[src/rtl/mpc_constraint_check.sv]
// Streams the constraint vector h and the product vector gu, forms d = gu - h for each row,
// and reports feasibility, the number of violated rows, and the largest d with its lowest index.
module mpc_constraint_check #(
  parameter int N_CON = 7,
  parameter int DW    = 21,
  parameter int AW    = 5
) (
  input  logic              ap_clk,
  input  logic              ap_rst_n,
  input  logic              ap_start,
  output logic              ap_done,
  output logic              ap_idle,
  output logic              ap_ready,
  output logic [AW-1:0]     h_address0,
  output logic              h_ce0,
  input  logic [DW-1:0]     h_q0,
  output logic [AW-1:0]     gu_address0,
  output logic              gu_ce0,
  input  logic [DW-1:0]     gu_q0,
  output logic              feasible,
  output logic [AW-1:0]     viol_count,
  output logic [DW:0]       max_viol,
  output logic [AW-1:0]     max_idx
);

  typedef enum logic [1:0] {IDLE, READ, DRAIN, DONE} state_t;

  localparam logic [AW-1:0] LAST_ROW = AW'(N_CON - 1);

  state_t               state_q, state_d;
  logic [AW-1:0]        i_q, i_d;
  logic [AW-1:0]        addr_q, addr_d;
  logic [AW-1:0]        row_q, row_d;
  logic                 vld_q, vld_d;
  logic [AW-1:0]        cnt_q, cnt_d;
  logic signed [DW:0]   max_q, max_d;
  logic [AW-1:0]        idx_q, idx_d;
  logic                 feasible_q, feasible_d;
  logic [AW-1:0]        viol_count_q, viol_count_d;
  logic [DW:0]          max_viol_q, max_viol_d;
  logic [AW-1:0]        max_idx_q, max_idx_d;
  logic signed [DW:0]   d;

  always_comb begin
    state_d      = state_q;
    i_d          = i_q;
    addr_d       = addr_q;
    row_d        = row_q;
    vld_d        = 1'b0;
    cnt_d        = cnt_q;
    max_d        = max_q;
    idx_d        = idx_q;
    feasible_d   = feasible_q;
    viol_count_d = viol_count_q;
    max_viol_d   = max_viol_q;
    max_idx_d    = max_idx_q;

    // One extra bit so the difference of two DW-bit signed values cannot wrap.
    d = $signed({gu_q0[DW-1], gu_q0}) - $signed({h_q0[DW-1], h_q0});

    if (vld_q) begin
      if (!d[DW] && (d != '0)) begin
        cnt_d = cnt_q + AW'(1);
      end
      if (d > max_q) begin
        max_d = d;
        idx_d = row_q;
      end
    end

    case (state_q)
      IDLE: begin
        if (ap_start) begin
          cnt_d   = '0;
          max_d   = {1'b1, {DW{1'b0}}};
          idx_d   = '0;
          i_d     = '0;
          state_d = READ;
        end
      end
      READ: begin
        vld_d  = 1'b1;
        row_d  = i_q;
        addr_d = i_q;
        if (i_q == LAST_ROW) begin
          state_d = DRAIN;
        end else begin
          i_d = i_q + AW'(1);
        end
      end
      DRAIN: begin
        // Results are loaded here so they are already stable while ap_done is high.
        viol_count_d = cnt_d;
        max_viol_d   = max_d;
        max_idx_d    = idx_d;
        feasible_d   = (cnt_d == '0);
        state_d      = DONE;
      end
      DONE: begin
        state_d = IDLE;
      end
      default: begin
        state_d = IDLE;
      end
    endcase
  end

  always_ff @(posedge ap_clk or negedge ap_rst_n) begin
    if (!ap_rst_n) begin
      state_q      <= IDLE;
      i_q          <= '0;
      addr_q       <= '0;
      row_q        <= '0;
      vld_q        <= 1'b0;
      cnt_q        <= '0;
      max_q        <= '0;
      idx_q        <= '0;
      feasible_q   <= 1'b1;
      viol_count_q <= '0;
      max_viol_q   <= '0;
      max_idx_q    <= '0;
    end else begin
      state_q      <= state_d;
      i_q          <= i_d;
      addr_q       <= addr_d;
      row_q        <= row_d;
      vld_q        <= vld_d;
      cnt_q        <= cnt_d;
      max_q        <= max_d;
      idx_q        <= idx_d;
      feasible_q   <= feasible_d;
      viol_count_q <= viol_count_d;
      max_viol_q   <= max_viol_d;
      max_idx_q    <= max_idx_d;
    end
  end

  assign h_ce0       = (state_q == READ);
  assign gu_ce0      = (state_q == READ);
  assign h_address0  = (state_q == READ) ? i_q : addr_q;
  assign gu_address0 = (state_q == READ) ? i_q : addr_q;
  assign ap_done     = (state_q == DONE);
  assign ap_ready    = (state_q == DONE);
  assign ap_idle     = (state_q == IDLE) && !ap_start;
  assign feasible    = feasible_q;
  assign viol_count  = viol_count_q;
  assign max_viol    = max_viol_q;
  assign max_idx     = max_idx_q;

endmodule

[config.mk]
export PLATFORM = sky130hd
export DESIGN_NAME = mpc_constraint_check
export DESIGN_NICKNAME = d
export VERILOG_FILES = /design/src/rtl/mpc_constraint_check.sv
export SDC_FILE = /design/constraint.sdc
export NUM_CORES = 1
export LEC_CHECK = 0
export CAP_MARGIN = 20
export CORE_ASPECT_RATIO = 0.75
export CORE_UTILIZATION = 45
export DETAILED_ROUTE_END_ITERATION = 10
export PLACE_DENSITY = 0.78
export SLEW_MARGIN = 20
export SYNTH_ARGS = -nofsm -noshare
export SYNTH_HDL_FRONTEND = slang
export SYNTH_SLANG_ARGS = --single-unit
[constraint.sdc]
create_clock -name ap_clk -period 3.57 [get_ports ap_clk]
set_input_delay 0.714 -clock ap_clk [delete_from_list [all_inputs] [get_ports ap_clk]]
set_output_delay 0.714 -clock ap_clk [all_outputs]
set_load 0.005 [all_outputs]
# == Word-level counts from Yosys, hierarchy flattened ==
# Cells that the tools add are included.
# totals
reg_bits,83
# classes
addsub,3
order_cmp,1
n_eq_ne,7
mux,20
reduce_logical,10
# ops
cell,n
22-bit 2-to-1 mux,4
5-bit 2-to-1 mux,11
22-bit greater-than comparator,1
22-bit nonzero test,1
21-bit by 21-bit subtractor with 22-bit output,1
5-bit by 1-bit adder with 5-bit output (second input constant),2
5-bit case mux with 2 select lines,1
2-bit case mux with 4 select lines,1
5-bit by 3-bit equality test with 1-bit output (second input constant),1
5-bit logical NOT,1
2-bit equality test (second input constant),2
2-bit 2-to-1 mux,2
2-bit inequality test (second input constant),2
3-bit AND reduction,1
2-bit by 1-bit equality test with 1-bit output (second input constant),1
1-bit logical AND,2
1-bit logical NOT,2
2-bit logical NOT,1
2-bit by 1-bit inequality test with 1-bit output (second input constant),1
2-bit AND reduction,1
2-bit nonzero test,1
1-bit 2-to-1 mux,1

# == Logic depth before layout (Yosys ltp) ==
# Gate-level depths: netlist of run 1.
# logic_depth
depth_word,7
depth_mapped,21

# == Worst setup path before layout of run 1 ==
# No wires, ideal clock.
# synth_path
path_kind,input -> register
from,in gu_q0[0]
to,"reg max_viol_q[17], in the netlist max_viol[17]"
setup_time_ps,136
arrival_time_ps,4686
setup_slack_ps,-1253
path_stages,18
n_path_buf,2
path_cell_list,inv_1 -> ha_1 -> fa_1 -> nand2b_1 -> a21oi_2 -> nor3_2 -> o311ai_0 -> ha_1 -> a21o_1 -> a21o_1 -> a21oi_1 -> o21ai_0 -> o21ai_0 -> a41o_1 -> clkbuf_1 -> clkbuf_1 -> mux2i_1 -> mux2i_1
# synth_between
elab_chain_len,4
# synth_lines
element,line_no,text
"start, declared",19,"input logic [DW-1:0] gu_q0,"
21-bit by 21-bit subtractor with 22-bit output *,59,"d = $signed({gu_q0[DW-1], gu_q0}) - $signed({h_q0[DW-1], h_q0});"
22-bit greater-than comparator,65,if (d > max_q) begin
22-bit 2-to-1 mux *,65,
22-bit 2-to-1 mux *,61,if (vld_q) begin
"end signal, assigned",133,max_viol_q <= max_viol_d;
"end, declared",40,"logic [DW:0] max_viol_q, max_viol_d;"
# Mark *: on every way between the ends. The rest lies on a longest branch, timed or not.
# A chain may end at the register's enable or synchronous reset.

# == Final worst setup path of run 1 ==
# layout_path
from,in gu_q0[4]
to,"reg max_viol_q[13], in the netlist max_viol[13]"
# Same word-level chain as after synthesis.

==> results of run 1 <==
==> per-stage QoR <==
step | area (um^2) | hold WS (ns) | setup WS, ns | utilization [%] | TNS [ns]
2_1_floorplan | 5680 | 0.418 | -0.356 | - | -15.63
4_1_cts | 8430 | 0.523 | -0.387 | 72.1 | -19.30
3_5_place_dp | 7410 | 0.509 | -1.23 | 63.3 | -71.70
6_report | 9030 | 0.404 | -0.529 | 77.2 | -27.48
3_3_place_gp | 7410 | 0.498 | -1.23 | 63.3 | -68.44
5_1_grt | 9030 | 0.462 | -0.685 | 77.2 | -37.08
==> power groups by stage <==
stage	Sequential [W]	Clock, W	Combinational [W]
floorplan	0.00153	0	0.00154
global placement	0.00156	0	0.00249
detailed placement	0.00158	0	0.00260
CTS	0.00159	0.000958	0.00293
global route	0.00170	0.000997	0.00391
finish	0.00166	0.000954	0.00364
==> registers in the layout, indices dropped and copies added, names as in the netlist <==
| register | count |
|---|---|
| max_viol | 22 |
| feasible | 1 |
| cnt_q | 5 |
| i_q | 5 |
| max_q | 22 |
| state_q | 2 |
| max_idx | 5 |
| row_q | 5 |
| addr_q | 5 |
| vld_q | 1 |
| idx_q | 5 |
| viol_count | 5 |
==> repair_timing <==
| item | CTS | global route |
|---|---|---|
| pin swaps | 64 | 53 |
| hold endpoints to repair | 0 | 0 |
| gates cloned | 0 | 3 |
| setup endpoints to repair | 65 | 65 |
| resized for setup | 179 | 98 |
| buffers inserted | 40 | 9 |
==> cells in the mapped netlist (2+ instances only) <==
library cell  instances  share of area (%)
a21oi_1              52                4.8
or4_1                 3               0.41
o21a_1                5               0.69
clkbuf_1             15                1.0
buf_2                 2               0.18
nand3_1               8               0.73
xnor2_1               5               0.80
a221o_1               2               0.37
inv_1                76                5.2
or3_1                 4               0.46
mux2i_1              32                5.9
a31oi_1               4               0.46
a21boi_0              3               0.41
o211ai_1              4               0.55
and2_1                6               0.69
nor3_1               11                1.0
buf_4                 7               0.96
nand2_1              28                1.9
nor2b_1               6               0.69
a21o_1               10                1.4
o31ai_1               2               0.28
or2_2                 2               0.23
dfrtp_1              82                 38
nor2_1               83                5.7
nor3_2                2               0.37
ha_1                 51                 12
o21ai_0              35                3.2
and4_1                5               0.80
and3_1                4               0.46
nor4_1                5               0.57
o2111ai_1             2               0.32
a211oi_1              7               0.96
nand2b_1              3               0.34
o22ai_1               2               0.23
xor2_1                9                1.4
o311ai_0              2               0.32
o21bai_1              2               0.28
nand4_1               9                1.0
==> cell families after synthesis <==
family,after synthesis
AO/OA/AOI/OAI,148
AND/OR/NAND/NOR,186
XOR/XNOR,14
adder cells (fa/ha/maj),52
buffers and inverters,102
multiplexers,33
flip-flops,83
==> layer usage <==
| metal | part of all wire (%) | GRT usage [%] | routed length, um |
|---|---|---|---|
| met3 | 5.9 | 5.29 | 1070 |
| met5 | 0 | 0 | 0 |
| met1 | 40 | 34.5 | 7390 |
| met4 | 2.7 | 5.61 | 492 |
| met2 | 51 | 45.1 | 9300 |
==> cell usage in the layout (no fill, tap or decap), drive strengths merged, types with 8 or more instances in the layout <==
master,instances
nand4,9
ha,51
o21ai,35
nor2,83
inv,76
nor3,13
a21o,10
clkdlybuf4s50,59
buf,164
xor2,9
a211oi,8
a21oi,53
dfrtp,82
nand3,8
nand2,28
mux2i,32
clkdlybuf4s15,12
clkbuf,18
==> final cells by class <==
type / instances / area [um^2] / area share [%]
clock buffer: 13 / 260 / 2.88
multi-input combinational: 433 / 4000 / 44.3
tap: 162 / 203 / 2.24
timing repair buffer: 246 / 2150 / 23.8
inverter: 76 / 298 / 3.30
sequential: 83 / 2080 / 23.0
clock inverter: 3 / 46.3 / 0.513
==> worst paths after layout <==
| kind | start | endpoint | slack, ns | cells past startpoint |
|---|---|---|---|---|
| hold / removal | ap_rst_n | max_viol[17] | 0.40 | 1 |
| min in group ap_clk | max_viol[19] | max_viol[19] | 0.51 | 2 |
| max in group asynchronous | ap_rst_n | i_q[0] | 2.65 | 1 |
| hold reg to reg | max_viol[19] | max_viol[19] | 0.51 | 2 |
| setup reg to reg | max_q[8] | max_viol[13] | 0.87 | 11 |
| setup / recovery | gu_q0[4] | max_viol[13] | -0.53 | 20 |
==> results.toml, run 1 <==
[worst_setup_path]
crit_chain = "clkdlybuf4s15_1 > ha_4 > a21o_1 > a31oi_1 > buf_4 > a21oi_2 > buf_4 > o21ai_1 > a21oi_1 > xor2_1 > ha_1 > o21ai_1 > nand2b_1 > a21oi_1 > nor2b_1 > o21ai_1 > a41o_4 > buf_12 > mux2i_4 > a21oi_2"
path_buf_inv = 4
cp_slowest_cell = "a41o_4"
max_stage_delay_ns = 0.35
start_kind = "input port"
path_common_cell = "o21ai_1"
crit_path_end_kind = "register"
cp.arrival_ns = 4.30
critPathMaxFanout = 8
crit_family = "compound AO/OA/AOI/OAI gates"
path_class = "in -> reg"
critPathRequiredTime_ns = 3.77

[floorplan]
top_level_ports = 93
start_util_pct = 46.6
die_w_um = 129
die_h_um = 97.3
dieArea_mm2 = 0.0126
rows = 34
core_mm2 = 0.0117

[clock_tree]
clk_latency_ns = 0.34
clockBufferDepth = 2
cts_tree = "built"
cts_buffers = 9
h-tree-depth = 3
cts.clk_slew.worst_paths_ns = 0.06
cts_root_buf = "clkbuf_16"
hold_buffers = 0
cts_sinks = 83

[pwr]
swShare_pct = 38.8
power_frac_comb_pct = 58.2
ir_drop_uv = 545
powerDensity_mw_per_mm2 = 692
power_frac_seq_pct = 26.6
p_leak_nw = 4.03
power_w = 0.00625
switching_power_w = 0.00243
pwr-share-clk_pct = 15.3
intPower_w = 0.00382

[sta]
fmax_mhz = 244
worst_pin_slew_ns = 0.857
layout_setup_ws_ns = -0.529
fin_crit_ns = 4.10
setup_viol = 65
clock_skew_ns = 0.00600
drv_slew = 0
rsz0062_at_grt = "true"
hold_viol_final = 0
min_period_over_period_pct = 115
max-slew-margin-rel_pct = 42.5

[synthesis]
yosysWarnings = 0
synth.distinct_cells = 66
synth_fa_ha_area_share_pct = 12.1
synthCells = 618
synth_nets = 715
synth_compound_area_share_pct = 17.1
ys_seq_area_share_pct = 38.1
ys_ff_latch = 83
synth_ff_type = "dfrtp_1"
yosys.area_share.simple_pct = 16.8
synth_edf_count = 0
synth_top_family_by_area = "compound AO/OA/AOI/OAI gates"
netlist_area_mm2 = 0.00545
synth_xor_area_share_pct = 2.25
syn_area_per_cell_um2 = 8.82
synthMuxAreaShare_pct = 6.08
ys_async_sr_fraction_pct = 100

[global_routing]
grt_pass1_vias = 5547
grt_max_degree = 84
grt.overflow.total = 0
grtUsageTotal_pct = 26.4
grt_pass1_wl_mm = 26.2
grt_antenna_before_repair = 0

[layout]
layout.cells.non_filler = 1016
fill_cells = 717
antenna_cells = 0
area_growth_pct = 65.7
drive_gt1_share_pct = 38.9
final_nets = 946

[placed_design]
hpwl_mm = 10.6
gp_congestion = 0.860
placed_cells = 950
io_buffers = 92

[flow_run]
drv_cap = 0

[route]
drtIter0Drc = 466
vias = 5716
drtAntennaViolNets = 0
drc = 0
wl_mm = 18.3
wl_per_cell_um = 18.0
vias_per_cell = 5.63
dr.pass1.iters = 5

[hold_path]
hold_class = "in -> async"

[run_status]
status = "finished with violations"
violations = "setup timing"
Note: power is estimated with default switching activity, not from simulation.
==> inputs of run 2 (changes only) <==
--- a/config.mk
+++ b/config.mk
@@ -5,11 +5,12 @@
 export SDC_FILE = /design/constraint.sdc
 export NUM_CORES = 1
 export LEC_CHECK = 0
-export CAP_MARGIN = 20
+export CAP_MARGIN = 10
 export CORE_ASPECT_RATIO = 0.75
 export CORE_UTILIZATION = 45
 export DETAILED_ROUTE_END_ITERATION = 10
-export PLACE_DENSITY = 0.78
+export DONT_BUFFER_PORTS = 1
+export PLACE_DENSITY = 0.68
 export SLEW_MARGIN = 20
 export SYNTH_ARGS = -nofsm -noshare
 export SYNTH_HDL_FRONTEND = slang
==> run 2 against run 1 <==
  * The flow still finishes with violations (setup timing)
  * Fmax up 1.6%
  * Core utilization fell by 13 points
  * Clock skew hardly changed
  * Power decreased by 14%
  * Worst hold slack lost 0.34 ns
  * Critical path type unchanged
==> results.toml, run 2 (synthesized netlist as in run 1, its figures left out) <==
[route]
vias_per_cell = 5.39
wl_mm = 14.0
wl_per_cell_um = 15.9
vias = 4756
dr.pass1.iters = 6
drc = 0
drtIter0Drc = 218
drtAntennaViolNets = 0

[global_routing]
grt.overflow.total = 0
grt_antenna_before_repair = 0
grt_pass1_vias = 4649
grt_pass1_wl_mm = 22.1
grt_max_degree = 84
grtUsageTotal_pct = 22.3

[floorplan]
die_w_um = 129
rows = 34
dieArea_mm2 = 0.0126
die_h_um = 97.3
core_mm2 = 0.0117
top_level_ports = 93
start_util_pct = 46.6

[worst_setup_path]
crit_path_end_kind = "register"
max_stage_delay_ns = 0.34
path_common_cell = "ha_4"
crit_family = "compound AO/OA/AOI/OAI gates"
start_kind = "input port"
reg2reg_slack_ns = 0.81
cp_slowest_cell = "fa_2"
rr_worst_depth = 14
critPathRequiredTime_ns = 3.77
crit_chain = "inv_12 > ha_4 > fa_2 > nand2b_4 > a21oi_4 > o311ai_4 > and4_1 > o21a_1 > or2_4 > ha_4 > nand4_1 > nor2_1 > buf_4 > o21ai_2 > a41o_1 > buf_6 > clkbuf_16 > mux2i_2 > a21oi_1"
rr_endpoint = "max_viol[12]"
path_class = "in -> reg"
r2r-start = "max_q[3]"
critPathMaxFanout = 5
path_depth = 19
cp.arrival_ns = 4.23
cp-endpoint = "max_viol[12]"
worstSetupStartpoint = "gu_q0[0]"
path_buf_inv = 4

[sta]
layout_setup_ws_ns = -0.464
min_period_over_period_pct = 113
fin_crit_ns = 4.03
setup_viol = 55
max-slew-margin-rel_pct = 43.5
worst_pin_slew_ns = 0.843
fmax_mhz = 248
hold_viol_final = 0
drv_slew = 0
rsz0062_at_grt = "true"
holdWs_ns = 0.0624
clock_skew_ns = 0.00608

[pwr]
pwr-share-clk_pct = 17.5
switching_power_w = 0.00211
swShare_pct = 39.4
p_leak_nw = 3.43
ir_drop_uv = 551
power_frac_comb_pct = 51.3
powerDensity_mw_per_mm2 = 713
power_frac_seq_pct = 31.2
intPower_w = 0.00324

[placed_design]
io_buffers = 0
gp_congestion = 0.851
placed_cell_area_mm2 = 0.00638
hpwl_mm = 9.59

[clock_tree]
cts_tree = "built"
cts_sinks = 83
clk_latency_ns = 0.34
clockBufferDepth = 2
hold_buffers = 0
h-tree-depth = 3
cts_buffers = 9
cts.clk_slew.worst_paths_ns = 0.06
cts_root_buf = "clkbuf_16"

[hold_path]
hold_class = "in -> async"

[layout]
drive_gt1_share_pct = 31.8
layout_commonest_cell = "buf_4"
final_util_pct = 64.2
stdcell_area_mm2 = 0.00751
fill_cells = 921
area_growth_pct = 37.9
layout_common_cells = "buf_4 (99), dfrtp_1 (82), nor2_1 (77)"
final_nets = 812
antenna_cells = 0

[run_status]
violations = "setup timing"
status = "finished with violations"

[flow_run]
drv_cap = 0
-- run 2: cell types whose count changed in the layout (fill, tap and decap cells not counted), sizes merged --
cell / delta
clkdlybuf4s15: -12
clkbuf: -5
clkinvlp: +1
buf: -54
dlygate4sd2: -6
inv: +1
clkdlybuf4s50: -59
-- run 2: cell type report --
| class | count | area [um^2] | area share, % |
|---|---|---|---|
| multi-input cells | 433 | 3670 | 48.8 |
| flip-flops and latches | 83 | 2080 | 27.7 |
| repair buffers | 112 | 951 | 12.7 |
| inverters | 76 | 308 | 4.10 |
| clock buffers | 11 | 243 | 3.23 |
| well taps | 162 | 203 | 2.70 |
| clock inverters | 5 | 61.3 | 0.816 |
-- run 2: stage by stage --
stage	worst slack, ns	TNS (ns)	std cells	total power, W
2_1_floorplan	-0.356	-15.63	618	0.00307
3_3_place_gp	-0.669	-34.75	844	0.00351
3_5_place_dp	-0.775	-41.45	844	0.00360
4_1_cts	-0.327	-14.63	869	0.00485
5_1_grt	-0.550	-26.50	882	0.00573
6_report	-0.464	-20.84	882	0.00536
-- run 2: layer usage --
layer / wire length, um / GRT usage (%) / vias to the layer above
met5: 0 / 0 / -
li1: - / - / 2353
met3: 718 / 5.95 / 17
met1: 6240 / 29.6 / 2274
met4: 157 / 4.43 / 0
met2: 6930 / 36.5 / 112
-- run 2: worst min-delay path by stage --
stage | endpoint | cells after the start
global placement | max_viol[15] | 0
detailed placement | max_viol[19] | 0
finish | max_q[18] | 0
global route | max_viol[18] | 0
CTS | max_viol[18] | 0
floorplan | addr_q[0] | 0
-- run 2: what timing repair did --
| action | in CTS | in global routing |
|---|---|---|
| buffers inserted | 9 | 11 |
| setup endpoints to repair | 59 | 65 |
| pin swaps | 10 | 37 |
| cloned | 1 | 2 |
| gates resized for setup | 51 | 68 |
-- run 2: power by group through the flow --
stage	Clock (W)	Combinational, W	Sequential (W)
2_1_floorplan	0	0.00154	0.00153
3_3_place_gp	0	0.00190	0.00161
3_5_place_dp	0	0.00198	0.00162
4_1_cts	0.000953	0.00226	0.00163
5_1_grt	0.000988	0.00302	0.00172
6_report	0.000937	0.00275	0.00167
==> inputs of run 3 (changes only) <==
--- a/config.mk
+++ b/config.mk
@@ -7,10 +7,10 @@
 export LEC_CHECK = 0
 export CAP_MARGIN = 10
 export CORE_ASPECT_RATIO = 0.75
-export CORE_UTILIZATION = 45
+export CORE_UTILIZATION = 35
 export DETAILED_ROUTE_END_ITERATION = 10
 export DONT_BUFFER_PORTS = 1
-export PLACE_DENSITY = 0.68
+export PLACE_DENSITY = 0.57
 export SLEW_MARGIN = 20
 export SYNTH_ARGS = -nofsm -noshare
 export SYNTH_HDL_FRONTEND = slang
==> constraint.sdc (replaced) <==
create_clock -name ap_clk -period 4.88 [get_ports ap_clk]
set_input_delay 0.976 -clock ap_clk [delete_from_list [all_inputs] [get_ports ap_clk]]
set_output_delay 0.976 -clock ap_clk [all_outputs]
set_load 0.005 [all_outputs]
==> run 3 against run 2 <==
  * The run now ends clean
  * Count of clock-buffer cells in the layout decreased by 1
  * Via count decreased by 10%
  * Global-route usage decreased by 6.2 points
==> results.toml, run 3 (synthesized netlist as in run 1, its figures left out) <==
[worst_setup_path]
reg2reg_slack_ns = 2.21
crit_path_end_kind = "register"
critPathRequiredTime_ns = 5.06
rr_worst_depth = 7
rr_endpoint = "i_q[4]"
path_depth = 20
start_kind = "input port"
r2r-start = "state_q[1]"
cp.arrival_ns = 4.72
cp-endpoint = "max_viol[19]"
path_common_cell = "a21oi_1"
crit_chain = "inv_1 > ha_1 > a21o_1 > and2_1 > or4_1 > o311ai_1 > buf_4 > nor2_1 > ha_1 > a21oi_1 > nor2b_1 > o21ai_0 > nand2b_1 > a21oi_1 > nor2b_1 > o21ai_0 > a41o_1 > buf_4 > mux2i_1 > a21oi_1"
path_class = "in -> reg"
worstSetupStartpoint = "h_q0[4]"
max_stage_delay_ns = 0.43
critPathMaxFanout = 8
cp_slowest_cell = "or4_1"
crit_family = "compound AO/OA/AOI/OAI gates"
path_buf_inv = 3

[sta]
worst_pin_slew_ns = 0.902
min_period_over_period_pct = 93.0
fmax_mhz = 220
hold_viol_final = 0
fin_crit_ns = 4.54
clock_skew_ns = 0.00897
rsz0062_at_grt = "false"
max-slew-margin-rel_pct = 39.5
setup_viol = 0
holdWs_ns = 0.325
fin_tns_setup_ns = 0
drv_slew = 0

[layout]
drive_gt1_share_pct = 8.53
area_growth_pct = 11.7
layout_common_cells = "nor2_1 (83), dfrtp_1 (82), inv_1 (76)"
final_util_pct = 40.0
final_nets = 725
layout_commonest_cell = "nor2_1"
fill_cells = 1558
layout.cells.non_filler = 838
antenna_cells = 0

[clock_tree]
h-tree-depth = 3
cts_buffers = 9
clockBufferDepth = 2
cts_root_buf = "clkbuf_16"
cts.clk_slew.worst_paths_ns = 0.07
cts_sinks = 83
cts_setup_buffers = 0
hold_buffers = 0
cts_tree = "built"
clk_latency_ns = 0.34
cts_resized = 0

[route]
vias_per_cell = 5.10
dr.pass1.iters = 6
vias = 4271
wl_per_cell_um = 14.9
drtAntennaViolNets = 0
wl_mm = 12.5
drc = 0
drtIter0Drc = 255

[run_status]
status = "finished clean"

[floorplan]
start_util_pct = 35.8
rows = 39
die_w_um = 146
die_h_um = 110
core_mm2 = 0.0152
dieArea_mm2 = 0.0161
top_level_ports = 93

[global_routing]
grt_pass1_vias = 4153
grtUsageTotal_pct = 16.1
grt_pass1_wl_mm = 20.7
grt_antenna_before_repair = 0
grt_max_degree = 84
grt.overflow.total = 0

[placed_design]
placed_cells = 822
hpwl_mm = 9.62
io_buffers = 0
gp_congestion = 0.885

[pwr]
ir_drop_uv = 251
p_leak_nw = 2.97
powerDensity_mw_per_mm2 = 526

[flow_run]
drv_cap = 0

[hold_path]
hold_class = "in -> async"
## run 3: cell count changes in the layout (fill, tap and decap cells not counted), moves of 5 or more
cell	previous run	this run
mux2i_1	6	32
nor2_1	77	83
mux2i_4	23	0
o21ai_0	28	35
nor2_2	6	0
buf_6	8	0
a21oi_1	39	52
a21oi_2	12	1
buf_4	99	25
ha_1	38	50
ha_4	11	1
o21ai_1	5	0
## run 3: where the power goes
group / leakage [nW] / switching (W) / internal [W]
Sequential: 1.04 / 0.000214 / 0.000968
Clock: 0.151 / 0.000285 / 0.000417
Combinational: 1.77 / 0.000783 / 0.000536
Total: 2.97 / 0.00128 / 0.00192
## run 3: worst min-delay path by stage
stage / endpoint / slack, ns / cells after the start
after floorplan: idx_q[0] / 0.49 / 2
after global placement: idx_q[2] / 0.50 / 2
after detailed placement: row_q[4] / 0.52 / 2
after CTS: max_viol[17] / 0.32 / 0
after global routing: max_viol[17] / 0.31 / 0
final: max_viol[18] / 0.33 / 0
## run 3: area by class of cell
type | count | area (um^2) | area share (%)
sequential | 83 | 2080 | 34.1
clock buffer | 10 | 239 | 3.93
multi-input combinational | 433 | 2970 | 48.8
clock inverter | 6 | 71.3 | 1.17
inverter | 76 | 285 | 4.69
timing repair buffer | 25 | 188 | 3.08
tap | 205 | 256 | 4.21
## run 3: per-stage QoR
step | total power (W) | setup slack, ns | cell area (um^2)
3_3_place_gp | 0.00246 | 0.0664 | 5770
5_1_grt | 0.00347 | 0.0281 | 6090
2_1_floorplan | 0.00216 | 0.147 | 5450
4_1_cts | 0.00323 | 0.335 | 6080
6_report | 0.00320 | 0.339 | 6090
3_5_place_dp | 0.00251 | 0.00230 | 5770
## run 3: per-layer routing
metal / GRT usage [%] / wire length (um) / part of all wire, % / vias to the layer above
li1: - / - / - / 2159
met3: 4.98 / 816 / 6.5 / 9
met1: 22.4 / 6320 / 51 / 2016
met2: 24.8 / 5270 / 42 / 87
met4: 2.90 / 59 / 0.47 / 0
met5: 0 / 0 / 0 / -
